$ cat config.mk
export PLATFORM = sky130hd
export DESIGN_NAME = drbg_byte_consumer
export DESIGN_NICKNAME = d
export VERILOG_FILES = /design/src/rtl/drbg_byte_consumer.sv
export SDC_FILE = /design/constraint.sdc
export NUM_CORES = 1
export LEC_CHECK = 0
export CAP_MARGIN = 20
export CORE_UTILIZATION = 35
export CTS_BUF_LIST = sky130_fd_sc_hd__clkbuf_4 sky130_fd_sc_hd__clkbuf_8
export DETAILED_ROUTE_END_ITERATION = 8
export PLACE_DENSITY = 0.54
export SLEW_MARGIN = 10
export SYNTH_ARGS = -nofsm -noshare
export SYNTH_HDL_FRONTEND = slang
export SYNTH_SLANG_ARGS = --single-unit
export TNS_END_PERCENT = 1
$ cat constraint.sdc
create_clock -name clk -period 2.4 [get_ports clk]
set_input_delay 0.48 -clock clk [delete_from_list [all_inputs] [get_ports clk]]
set_output_delay 0.48 -clock clk [all_outputs]
set_load 0.05 [all_outputs]
$ cat src/rtl/drbg_byte_consumer.sv
// drbg_byte_consumer
// Converts wide Hash-DRBG words into one narrow chunk per video line for the
// line rotator. Two word buffers (active + pending) let the next word be
// requested while the current one is still being consumed, so the chunk
// stream runs without gaps. A frame start (V rising) discards everything
// because the generator reseeds there and old words belong to the old seed.
// DATA_WIDTH_IN must be an integer multiple of DATA_WIDTH_OUT.
module drbg_byte_consumer #(
   parameter int DATA_WIDTH_IN  = 256,
   parameter int DATA_WIDTH_OUT = 8
) (
   input  logic                      clk,
   input  logic                      reset,
   input  logic                      H,
   input  logic                      V,
   input  logic [DATA_WIDTH_IN-1:0]  data_in,
   input  logic                      data_in_valid,
   input  logic                      generator_busy,
   output logic [DATA_WIDTH_OUT-1:0] data_out,
   output logic                      data_out_valid,
   output logic                      need_next
);

   localparam int CHUNKS = DATA_WIDTH_IN / DATA_WIDTH_OUT;
   localparam int IDX_W  = (CHUNKS > 1) ? $clog2(CHUNKS) : 1;
   localparam logic [IDX_W-1:0] LAST_IDX = IDX_W'(CHUNKS - 1);

   // Word buffers and their bookkeeping
   logic [DATA_WIDTH_IN-1:0]  r_active;
   logic [DATA_WIDTH_IN-1:0]  r_pending;
   logic [IDX_W-1:0]          r_idx;
   logic                      r_act_valid;
   logic                      r_pend_valid;
   logic                      r_req_out;

   // Sync flag history for edge detection
   logic                      r_h_d;
   logic                      r_v_d;

   // Registered outputs
   logic [DATA_WIDTH_OUT-1:0] r_data_out;
   logic                      r_data_out_valid;
   logic                      r_need_next;

   // Decoded events
   logic                      w_flush;
   logic                      w_advance;
   logic                      w_accept;
   logic                      w_issue;
   logic                      w_last;
   logic [DATA_WIDTH_OUT-1:0] w_chunk;

   // Next-state values
   logic [DATA_WIDTH_IN-1:0]  w_active_nxt;
   logic [DATA_WIDTH_IN-1:0]  w_pending_nxt;
   logic [IDX_W-1:0]          w_idx_nxt;
   logic                      w_act_valid_nxt;
   logic                      w_pend_valid_nxt;
   logic                      w_req_out_nxt;

   // Frame start: the generator reseeds, so every buffered word is stale.
   assign w_flush   = V & ~r_v_d;
   // New line: H rising outside vertical blanking.
   assign w_advance = H & ~r_h_d & ~V;
   // A returned word only counts when we actually asked for it.
   assign w_accept  = data_in_valid & r_req_out;
   // Ask for a word whenever the pending slot is free and nothing is in flight.
   assign w_issue   = ~r_pend_valid & ~r_req_out & ~generator_busy & ~w_flush;
   assign w_last    = (r_idx == LAST_IDX);
   // Chunks are handed out LSB first.
   assign w_chunk   = r_active[int'(r_idx) * DATA_WIDTH_OUT +: DATA_WIDTH_OUT];

   // Buffer update: flush first, then accept / advance / wrap handling.
   always_comb begin
      // NOTE: every signal assigned here starts from its hold value, so no
      // branch can leave one unassigned and imply a latch.
      w_active_nxt     = r_active;
      w_pending_nxt    = r_pending;
      w_idx_nxt        = r_idx;
      w_act_valid_nxt  = r_act_valid;
      w_pend_valid_nxt = r_pend_valid;
      w_req_out_nxt    = r_req_out;

      if (w_flush) begin
         // Flush wins over any accept or advance on the same cycle; a word
         // still in flight is dropped because req_out is cleared.
         w_act_valid_nxt  = 1'b0;
         w_pend_valid_nxt = 1'b0;
         w_req_out_nxt    = 1'b0;
         w_idx_nxt        = '0;
      end else begin
         if (w_accept) begin
            w_req_out_nxt = 1'b0;
         end else if (w_issue) begin
            w_req_out_nxt = 1'b1;
         end

         if (!r_act_valid) begin
            // Nothing to show: an arriving word becomes active immediately,
            // and a line advance has nothing to step through.
            if (w_accept) begin
               w_active_nxt    = data_in;
               w_idx_nxt       = '0;
               w_act_valid_nxt = 1'b1;
            end
         end else if (w_advance && !w_last) begin
            w_idx_nxt = r_idx + IDX_W'(1);
            if (w_accept) begin
               w_pending_nxt    = data_in;
               w_pend_valid_nxt = 1'b1;
            end
         end else if (w_advance) begin
            // Last chunk consumed: swap in the pending word, else take the
            // word arriving right now, else run dry.
            if (r_pend_valid) begin
               w_active_nxt     = r_pending;
               w_idx_nxt        = '0;
               w_pend_valid_nxt = 1'b0;
            end else if (w_accept) begin
               w_active_nxt = data_in;
               w_idx_nxt    = '0;
            end else begin
               w_act_valid_nxt = 1'b0;
            end
         end else if (w_accept) begin
            w_pending_nxt    = data_in;
            w_pend_valid_nxt = 1'b1;
         end
      end
   end

   // State and output registers with synchronous active-high reset.
   always_ff @(posedge clk) begin
      if (reset) begin
         // NOTE: the word buffers are cleared too; they are plain registers
         // and a known value after reset keeps data_out deterministic.
         r_active         <= '0;
         r_pending        <= '0;
         r_idx            <= '0;
         r_act_valid      <= 1'b0;
         r_pend_valid     <= 1'b0;
         r_req_out        <= 1'b0;
         r_h_d            <= 1'b0;
         r_v_d            <= 1'b0;
         r_data_out       <= '0;
         r_data_out_valid <= 1'b0;
         r_need_next      <= 1'b0;
      end else begin
         // NOTE: non-blocking assignments so every register samples the
         // pre-edge state, independent of statement order.
         r_active         <= w_active_nxt;
         r_pending        <= w_pending_nxt;
         r_idx            <= w_idx_nxt;
         r_act_valid      <= w_act_valid_nxt;
         r_pend_valid     <= w_pend_valid_nxt;
         r_req_out        <= w_req_out_nxt;
         r_h_d            <= H;
         r_v_d            <= V;
         r_need_next      <= w_issue;
         // data_out freezes on its last chunk whenever no word is active.
         if (r_act_valid) begin
            r_data_out <= w_chunk;
         end
         r_data_out_valid <= r_act_valid;
      end
   end

   assign data_out       = r_data_out;
   assign data_out_valid = r_data_out_valid;
   assign need_next      = r_need_next;

   // The request strobe is a single-cycle pulse.
   a_need_pulse: assert property (@(posedge clk) disable iff (reset)
      need_next |=> !need_next);

   // At most one word is ever owed: no request while the pending slot is full.
   a_one_outstanding: assert property (@(posedge clk) disable iff (reset)
      !(r_req_out && r_pend_valid));

endmodule

==> reports/metrics.yaml, run 1 <==
run_status:
  status: "finished clean"
floorplanning:
  io_pins: 272
  core_area_um2: 63100
  start_util_pct: 35.4
  die_w_um: 255
  die_area_um2: 64900
  dieHeight_um: 255
  rows: 92
global_routing:
  grt_pass1_wl_um: 111000
  grt_pass1_vias: 19300
  grt_overflow: 0
  antenna_found_initial: 2
  grt_use_total_pct: 22.1
  grt_max_degree: 143
critical_path:
  slowest_delay_ps: 350
  critical_path_required_ps: 2970
  path_buf_inv: 2
  cpLargestDelayFamily: "compound AO/OA/AOI/OAI gates"
  rrSetupSlack_ps: 60
  cp_num_cells: 8
  worstSetupEndpointType: "register"
  cp_cell_sequence: "ha_1 > and3_1 > ha_1 > and4bb_1 > a21o_4 > buf_12 > buf_12 > a221oi_1"
  worstSetupPathType: "register to register"
  crit_fanout: 42
  rr_worst_depth: 8
  crit_path_start_kind: "register"
  crit_path_top_delay_cell: "dfxtp_4"
  cp.arrival_ps: 2910
synthesis:
  ys_ff_latch: 532
  ys_seq_area_share_pct: 47.7
  synth_compound_area_share_pct: 25.8
  ys_warn_count: 0
  synth_nets: 2858
  syn-instance-count: 2594
  yosysTopAreaCellShare_pct: 47.7
  syn_avg_cell_area_um2: 8.62
  synthAdderAreaFrac_pct: 0.112
  synth-simple-area-share_pct: 10.3
  synth_xor_area_share_pct: 0
  ys_top_cells_by_area: "dfxtp_1, a221oi_1, nand2_1"
  ys_types: 42
  yosys.area.top_type: "dfxtp_1"
  netlist_area_um2: 22400
  yosys_most_used_dff: "dfxtp_1"
  synthArstFlopShare_pct: 0
  synth_enable_flop_cells: 0
  synth_top_family_by_area: "compound AO/OA/AOI/OAI gates"
  synth_mux_area_share_pct: 6.43
placement:
  hpwl_um: 48500
  io_buffers: 271
  dp_cells: 3523
  gp_congestion: 0.810
  place_ws_ps: 29.0
finish:
  drive_above_1_share_pct: 10.4
  area_growth_pct: 25.9
  stdcell_count: 3685
  nNetsFinal: 3037
detailed_routing:
  num_vias: 20200
  drc: 0
  via_per_inst: 5.47
  wirelength_um: 73200
  wire_per_inst_um: 19.9
  drt_iter0_drc: 1509
  first_pass_iters: 5
  ant_nets: 0
power:
  p_leak_nw: 9.31
  intPower_mw: 14.6
  seqPwrFrac_pct: 47.3
  p_comb_share_pct: 7.8
  power_density_nw_per_um2: 683
  swShare_pct: 23.9
  peakVddDrop_uv: 357
  power_switching_mw: 4.60
  power_frac_clock_pct: 44.9
hold_path:
  holdPathStages: 2
  hold_class: "input pin to register"
flow_run:
  drv_cap: 0
clocking:
  ctsHoldBuffers: 0
  cts_tree: "built"
  h-tree-depth: 3
  cts_buffer_depth: 3
  cts.sinks: 532
  cts_buffers: 94
  clkTransAtPathRegs_ps: 60
  clk_latency_ps: 690
  ctsRootBufferMaster: "clkbuf_8"
sta:
  tightestPinTransition_ps: 940
  setup_tns_ps: 0
  setup_slack_ps: 60.6
  hold_violations: 0
  finalSetupViolations: 0
  drv_slew: 0
  whs_ps: 253
  period_minus_slack_ps: 2340
  fin_skew_ps: 41.1
  max_freq_mhz: 427
  period_share_pct: 97.5
  rsz0062_at_grt: "true"
  max_slew_margin_pct: 37.3
synthesized netlist by cell type (2+ instances only):
| library cell | count |
|---|---|
| o21ai_0 | 5 |
| nand2_1 | 531 |
| o22ai_1 | 292 |
| mux4_1 | 10 |
| mux4_2 | 22 |
| nor2_1 | 6 |
| buf_6 | 5 |
| a221oi_1 | 255 |
| nand3_1 | 3 |
| a41oi_1 | 2 |
| nor3_1 | 10 |
| nor2b_1 | 5 |
| mux2i_1 | 60 |
| clkbuf_1 | 117 |
| o221ai_1 | 7 |
| buf_4 | 7 |
| nand2b_1 | 15 |
| inv_1 | 260 |
| dfxtp_1 | 532 |
| nand2_2 | 2 |
| and3_1 | 3 |
| o2111ai_1 | 4 |
| ha_1 | 2 |
| buf_1 | 7 |
| o211a_1 | 8 |
| buf_2 | 124 |
| a211oi_1 | 3 |
| o31ai_1 | 9 |
| mux2_2 | 7 |
| a21oi_1 | 269 |
final timing paths:
path,start,to
setup / recovery,r_idx[0],r_active[144]
hold / removal,reset,r_pending[236]
setup reg to reg,r_idx[0],r_active[144]
hold reg to reg,r_pending[127],r_pending[127]
routing by layer:
metal  vias to the layer above  wire (um)  global-route usage, %
met2                       684      34600                   35.4
met4                         2       1820                   7.78
li1                       9676          -                      -
met1                      9705      32600                   29.8
met3                       108       4180                   3.81
met5                         -         15                      0
per-stage QoR:
step / util (%) / total power [mW] / cell area (um^2)
global route: 44.6 / 19.9 / 28100
global placement: 41.4 / 10.7 / 26100
detailed placement: 41.4 / 10.8 / 26100
floorplan: - / 9.89 / 22400
CTS: 44.4 / 19.4 / 28000
finish: 44.6 / 19.2 / 28100
cell families after synthesis:
kind of cell,count (synthesis)
AND/OR/NAND/NOR,581
buffers and inverters,520
flip-flops,532
AO/OA/AOI/OAI,860
multiplexers,99
adder cells (fa/ha/maj),2
sequential cells by signal, summed over array words and instances (netlist names):
name and count:
data_out_valid 1, r_v_d 1, r_req_out 1, need_next 1, r_act_valid 1, data_out 8
r_pending 256, r_h_d 1, r_active 256, r_pend_valid 1, r_idx 5
power groups by stage:
stage	Clock [mW]	Sequential [mW]	Combinational, mW
global route	9.24	9.10	1.60
detailed placement	0	9.28	1.48
global placement	0	9.28	1.46
floorplan	0	9.26	0.629
CTS	8.86	9.09	1.48
finish	8.62	9.09	1.50
cell usage in the layout, fill, tap and decap left out, drive strengths merged, types with 15 or more instances in the layout:
master	instances
dfxtp	532
inv	263
clkdlybuf4s50	260
buf	73
nand2b	15
o22ai	292
mux2i	60
nand2	533
clkbuf	149
a21oi	269
mux4	32
a221oi	256
layout make-up:
type,instances,area [um^2]
repair buffers,343,3810
multi-input cells,1542,9710
clock inverters,11,108
inverters,260,976
clock buffers,149,1820
fillers,6103,34900
well taps,846,1060
diodes,2,5.00
flip-flops and latches,532,10700
worst reg2reg max path, cell delays in order (launching register included):
cell and delay, ps:
dfxtp_4 350, ha_1 220, and3_1 200, ha_1 230, and4bb_1 230, a21o_4 220, buf_12 210, buf_12 230
a221oi_1 320
repair_timing:
| item | 4_1_cts | 5_1_grt |
|---|---|---|
| setup buffers | 0 | 0 |
| gates resized for setup | 10 | 20 |
| setup endpoints to repair | 10 | 48 |
(Power assumes the default switching activity.)
==> run 2, diff against run 1 <==
Clock period 2.4 ns to 2.2 ns, I/O delays scaled along.
==> reports/metrics.yaml, run 2 (synthesized netlist as in run 1, its figures left out) <==
detailed_routing:
  ant_nets: 0  # unchanged
  wire_per_inst_um: 19.6  # -1.1%
  num_vias: 20100  # -0.45%
  via_per_inst: 5.41  # -1.2%
  drt_iter0_drc: 1595  # +5.7%
  wirelength_um: 72900  # -0.42%
  drc: 0  # unchanged
  first_pass_iters: 5  # unchanged
hold_path:
  hold_class: "input pin to register"
  hp-start: "reset"
critical_path:
  critical_path_required_ps: 2760  # -210 ps
  slowest_delay_ps: 390  # +40 ps
  critPathLaunch: "r_idx[0]"
  rr_endpoint: "r_active[119]"
  crit_path_top_delay_cell: "a221oi_1"
  cp_num_cells: 7  # -1
  r2r-start: "r_idx[0]"
  crit_path_start_kind: "register"
  cp-endpoint: "r_active[119]"
  cp.arrival_ps: 2840  # -70 ps
  worstSetupEndpointType: "register"
  cpLargestDelayFamily: "compound AO/OA/AOI/OAI gates"
  cp_cell_sequence: "ha_1 > and3_1 > ha_4 > and4bb_1 > a21o_4 > buf_12 > a221oi_1"
  path_buf_inv: 1  # -1
  crit_fanout: 131  # +210%
  rr_worst_depth: 7  # -1
  worstSetupPathType: "register to register"
  rrSetupSlack_ps: -90  # -150 ps
sta:
  period_share_pct: 104  # +6.4 points
  finalSetupViolations: 65  # +65
  setup_slack_ps: -86.1  # -147 ps
  hold_violations: 0  # unchanged
  period_minus_slack_ps: 2290  # -53.3 ps
  tightestPinTransition_ps: 783  # -157 ps
  fin_skew_ps: 34.0  # -7.10 ps
  max_freq_mhz: 437  # +2.3%
  max_slew_margin_pct: 47.8  # +10 points
  rsz0062_at_grt: "true"
  drv_slew: 0  # unchanged
run_status:
  status: "complete, but fails checks"
  violations: "negative setup slack"
clocking:
  cts_tree: "built"
  ctsHoldBuffers: 0  # unchanged
  clk_latency_ps: 690  # about the same
  cts_buffer_depth: 3  # unchanged
  h-tree-depth: 3  # unchanged
  cts_buffers: 92  # -2.1%
  clkTransAtPathRegs_ps: 60  # about the same
  ctsRootBufferMaster: "clkbuf_8"
  cts.sinks: 532  # unchanged
global_routing:
  grt_max_degree: 140  # -2.1%
  grt_pass1_wl_um: 111000  # about the same
  grt_overflow: 0  # unchanged
  antenna_found_initial: 1  # -1
  grt_use_total_pct: 21.9  # -0.18 points
  grt_pass1_vias: 19400  # +0.97%
power:
  p_leak_nw: 9.38  # +0.71%
  power_density_nw_per_um2: 742  # +8.7%
  peakVddDrop_uv: 452  # +27%
finish:
  nNetsFinal: 3060  # +0.76%
  stdcell_count: 3712  # +0.73%
  area_growth_pct: 26.3
  final_cell_mix: "nand2_1, dfxtp_1, o22ai_1, a21oi_1"
  mostFrequentLayoutCell: "nand2_1"
  drive_above_1_share_pct: 11.3  # +0.92 points
placement:
  hpwl_um: 48600  # +0.19%
  dp_cells: 3545  # +0.62%
  io_buffers: 271  # unchanged
  place_ws_ps: -113  # -142 ps
  gp_congestion: 0.827  # +2.1%
floorplanning:
  rows: 92  # unchanged
  die_area_um2: 64900  # unchanged
  start_util_pct: 35.4  # unchanged
  io_pins: 272  # unchanged
  die_w_um: 255  # unchanged
  core_area_um2: 63100  # unchanged
  dieHeight_um: 255  # unchanged
flow_run:
  drv_cap: 0  # unchanged
==> run 2: worst min path at each step <==
stage,endpoint,slack [ps],depth (start not counted)
after floorplan,r_pending[0],440,2
after global placement,r_pending[4],440,2
after detailed placement,r_pending[53],450,2
after CTS,r_v_d,60,2
after global routing,r_h_d,110,2
final,r_v_d,120,2
==> run 2: timing repair <==
action,4_1_cts,5_1_grt
cloned,0,1
endpoints found under the setup margin,247,325
pin swaps,0,1
setup buffers,0,2
resized for setup,5,21
==> run 2: final cells by class <==
type / count / area (um^2)
Fill cell: 6149 / 34900
Sequential cell: 532 / 10700
Multi-Input combinational cell: 1543 / 9700
Timing Repair Buffer: 367 / 3900
Clock buffer: 138 / 1730
Tap cell: 846 / 1060
Inverter: 260 / 976
Clock inverter: 22 / 195
Antenna cell: 4 / 10.0
==> run 2: per-stage QoR <==
step	hold WS [ps]	util, %	instance area, um^2	power, mW	TNS, ps
2_1_floorplan	436	-	22400	10.8	0
3_3_place_gp	441	41.4	26100	11.7	-5480
3_5_place_dp	446	41.4	26100	11.7	-20490
4_1_cts	55.7	44.5	28100	21.2	0
5_1_grt	108	44.7	28200	21.7	-9910
6_report	122	44.7	28200	20.9	-2760
==> run 2: per-layer routing <==
metal | share of wire [%] | GRT usage [%]
met1 | 45 | 29.4
met2 | 48 | 35.6
met3 | 5.2 | 3.41
met4 | 2.5 | 7.56
met5 | 0 | 0
==> run 2: where the power goes <==
group	switching, mW	internal (mW)
combinational	0.835	0.769
clock	4.15	5.27
sequential	0.0950	9.82
==> run 3, diff against run 2 <==
Settings changed: DONT_BUFFER_PORTS from default to 1, PLACE_DENSITY 0.54 to 0.49.
==> reports/metrics.yaml, run 3 (synthesized netlist as in run 1, its figures left out) <==
run_status:
  status: "complete, but fails checks"
  violations: "negative hold slack"
finish:
  drive_above_1_share_pct: 11.4  # +0.099 points
  nNetsFinal: 3036  # -0.78%
  regArea_um2: 10700  # about the same
  num-fill-cells: 6184  # +0.57%
  stdcell_count: 3691  # -0.57%
  multi_input_comb_area_um2: 9730  # +0.36%
  fin_area_um2: 28400  # +0.62%
  final_util_pct: 45.0  # +0.28 points
  area_growth_pct: 27.1
  mostFrequentLayoutCell: "nand2_1"
  final_cell_mix: "nand2_1, dfxtp_1, o22ai_1, a21oi_1, inv_1"
floorplanning:
  core_area_um2: 63100  # unchanged
  start_util_pct: 35.4  # unchanged
  dieHeight_um: 255  # unchanged
  rows: 92  # unchanged
  die_area_um2: 64900  # unchanged
  io_pins: 272  # unchanged
  die_w_um: 255  # unchanged
hold_path:
  hold_class: "input pin to register"
  holdPathStages: 1  # -1
  hp-start: "reset"
  hold_end: "r_pending[129]"
sta:
  hold_violations: 40  # +40
  setup_slack_ps: 21.5  # +108 ps
  tightestPinTransition_ps: 1060  # +281 ps
  drv_slew: 0  # unchanged
  whs_ps: -154  # -276 ps
  period_minus_slack_ps: 2180  # -108 ps
  period_share_pct: 99.0  # -4.9 points
  fin_skew_ps: 24.9  # -9.12 ps
  max_freq_mhz: 459  # +4.9%
  rsz0062_at_grt: "true"
  max_slew_margin_pct: 29.1  # -19 points
  finalSetupViolations: 0  # -100%
clocking:
  cts_tree: "built"
  h-tree-depth: 3  # unchanged
  ctsRootBufferMaster: "clkbuf_8"
  cts.sinks: 532  # unchanged
  cts_buffers: 96  # +4.3%
  clkTransAtPathRegs_ps: 60  # about the same
  cts_buffer_depth: 3  # unchanged
  clk_latency_ps: 700  # about the same
global_routing:
  grt_overflow: 0  # unchanged
  antenna_found_initial: 8  # +7
  grt_pass1_wl_um: 111000  # +0.45%
  grt_use_total_pct: 22.1  # +0.17 points
  grt_pass1_vias: 19100  # -2.0%
  grt_max_degree: 526  # +280%
power:
  power_frac_clock_pct: 45.9  # +0.9 points
  swShare_pct: 23.9  # -0.35 points
  seqPwrFrac_pct: 48.0  # +0.6 points
  peakVddDrop_uv: 442  # -2.2%
  power_switching_mw: 4.95  # -2.5%
  intPower_mw: 15.8  # -0.62%
  p_leak_nw: 9.49  # +1.2%
  p_comb_share_pct: 6.1  # -1.6 points
  power_density_nw_per_um2: 729  # -1.7%
placement:
  gp_congestion: 0.808  # -2.3%
  dp_cells: 3242  # -8.5%
  place_area_um2: 23200  # -11%
  place_ws_ps: -4.33  # +109 ps
  io_buffers: 0  # -100%
  hpwl_um: 46200  # -5.1%
detailed_routing:
  wirelength_um: 80100  # +9.9%
  drt_iter0_drc: 1565  # -1.9%
  first_pass_iters: 5  # unchanged
  ant_nets: 0  # unchanged
  num_vias: 20500  # +2.0%
  via_per_inst: 5.55  # +2.6%
  drc: 0  # unchanged
  wire_per_inst_um: 21.7  # +11%
critical_path:
  worstSetupPathType: "register to register"
  rr_worst_depth: 12  # +5
  crit_fanout: 19  # -85%
  crit_path_start_kind: "register"
  r2r-start: "r_idx[0]"
  rrSetupSlack_ps: 20  # +110 ps
  worstSetupEndpointType: "register"
  rr_endpoint: "r_pending[83]"
  cp.arrival_ps: 2710  # -130 ps
  critical_path_required_ps: 2730  # -30 ps
flow_run:
  drv_cap: 0  # unchanged
## run 3: layout make-up
type | instances | share of cell area (%)
tap | 846 | 3.73
sequential | 532 | 37.5
clock inverter | 20 | 0.520
antenna | 8 | 0.0705
clock buffer | 143 | 6.29
multi-input combinational | 1542 | 34.3
inverter | 260 | 3.44
timing repair buffer | 340 | 14.2
## run 3: stage by stage
step           power (mW)  setup TNS, ps
6_report             20.7              0
5_1_grt              21.5          -1820
4_1_cts              20.9           -299
3_5_place_dp         10.9          -7.38
3_3_place_gp         10.9          -6.26
2_1_floorplan        10.8              0
## run 3: power groups by stage
stage          Clock, mW  Sequential [mW]  Combinational, mW
2_1_floorplan          0             10.1              0.686
3_3_place_gp           0             10.1              0.786
3_5_place_dp           0             10.1              0.798
4_1_cts             9.75             9.94               1.18
5_1_grt             10.2             9.95               1.35
6_report            9.51             9.94               1.26
## run 3: how the worst max path moves through the flow
stage	startpoint	end	slack [ps]	cells after the start
4_1_cts	r_idx[0]	r_active[245]	-40	8
5_1_grt	r_idx[0]	r_pending[90]	-70	12
2_1_floorplan	r_idx[2]	r_active[155]	20	11
3_5_place_dp	r_idx[0]	r_active[245]	-4	8
6_report	r_idx[0]	r_pending[83]	20	12
3_3_place_gp	r_idx[0]	data_out[7]	-6	6
## run 3: repair_timing
| item | in CTS | in global routing |
|---|---|---|
| setup endpoints to repair | 19 | 494 |
| buffers inserted | 0 | 15 |
| hold buffers | 214 | 30 |
| endpoints found under the hold margin | 518 | 458 |
| cloned | 0 | 19 |
| pin swaps | 0 | 2 |
| resized for setup | 1 | 41 |
## run 3: critical path, cell delays in order, from the launching register on
cell	delay, ps
dfxtp_4	360
ha_4	160
and3_4	180
ha_4	150
buf_4	130
nand4bb_1	120
buf_4	140
nand3_4	120
buf_12	180
buf_6	130
clkbuf_16	200
nand2_1	90
a21oi_1	60
## run 3: per-layer routing
layer  global-route usage (%)  wire length [um]
met5                        0                22
met4                     6.96              1810
met3                     4.14              4510
met2                     36.0             38400
met1                     29.4             35300
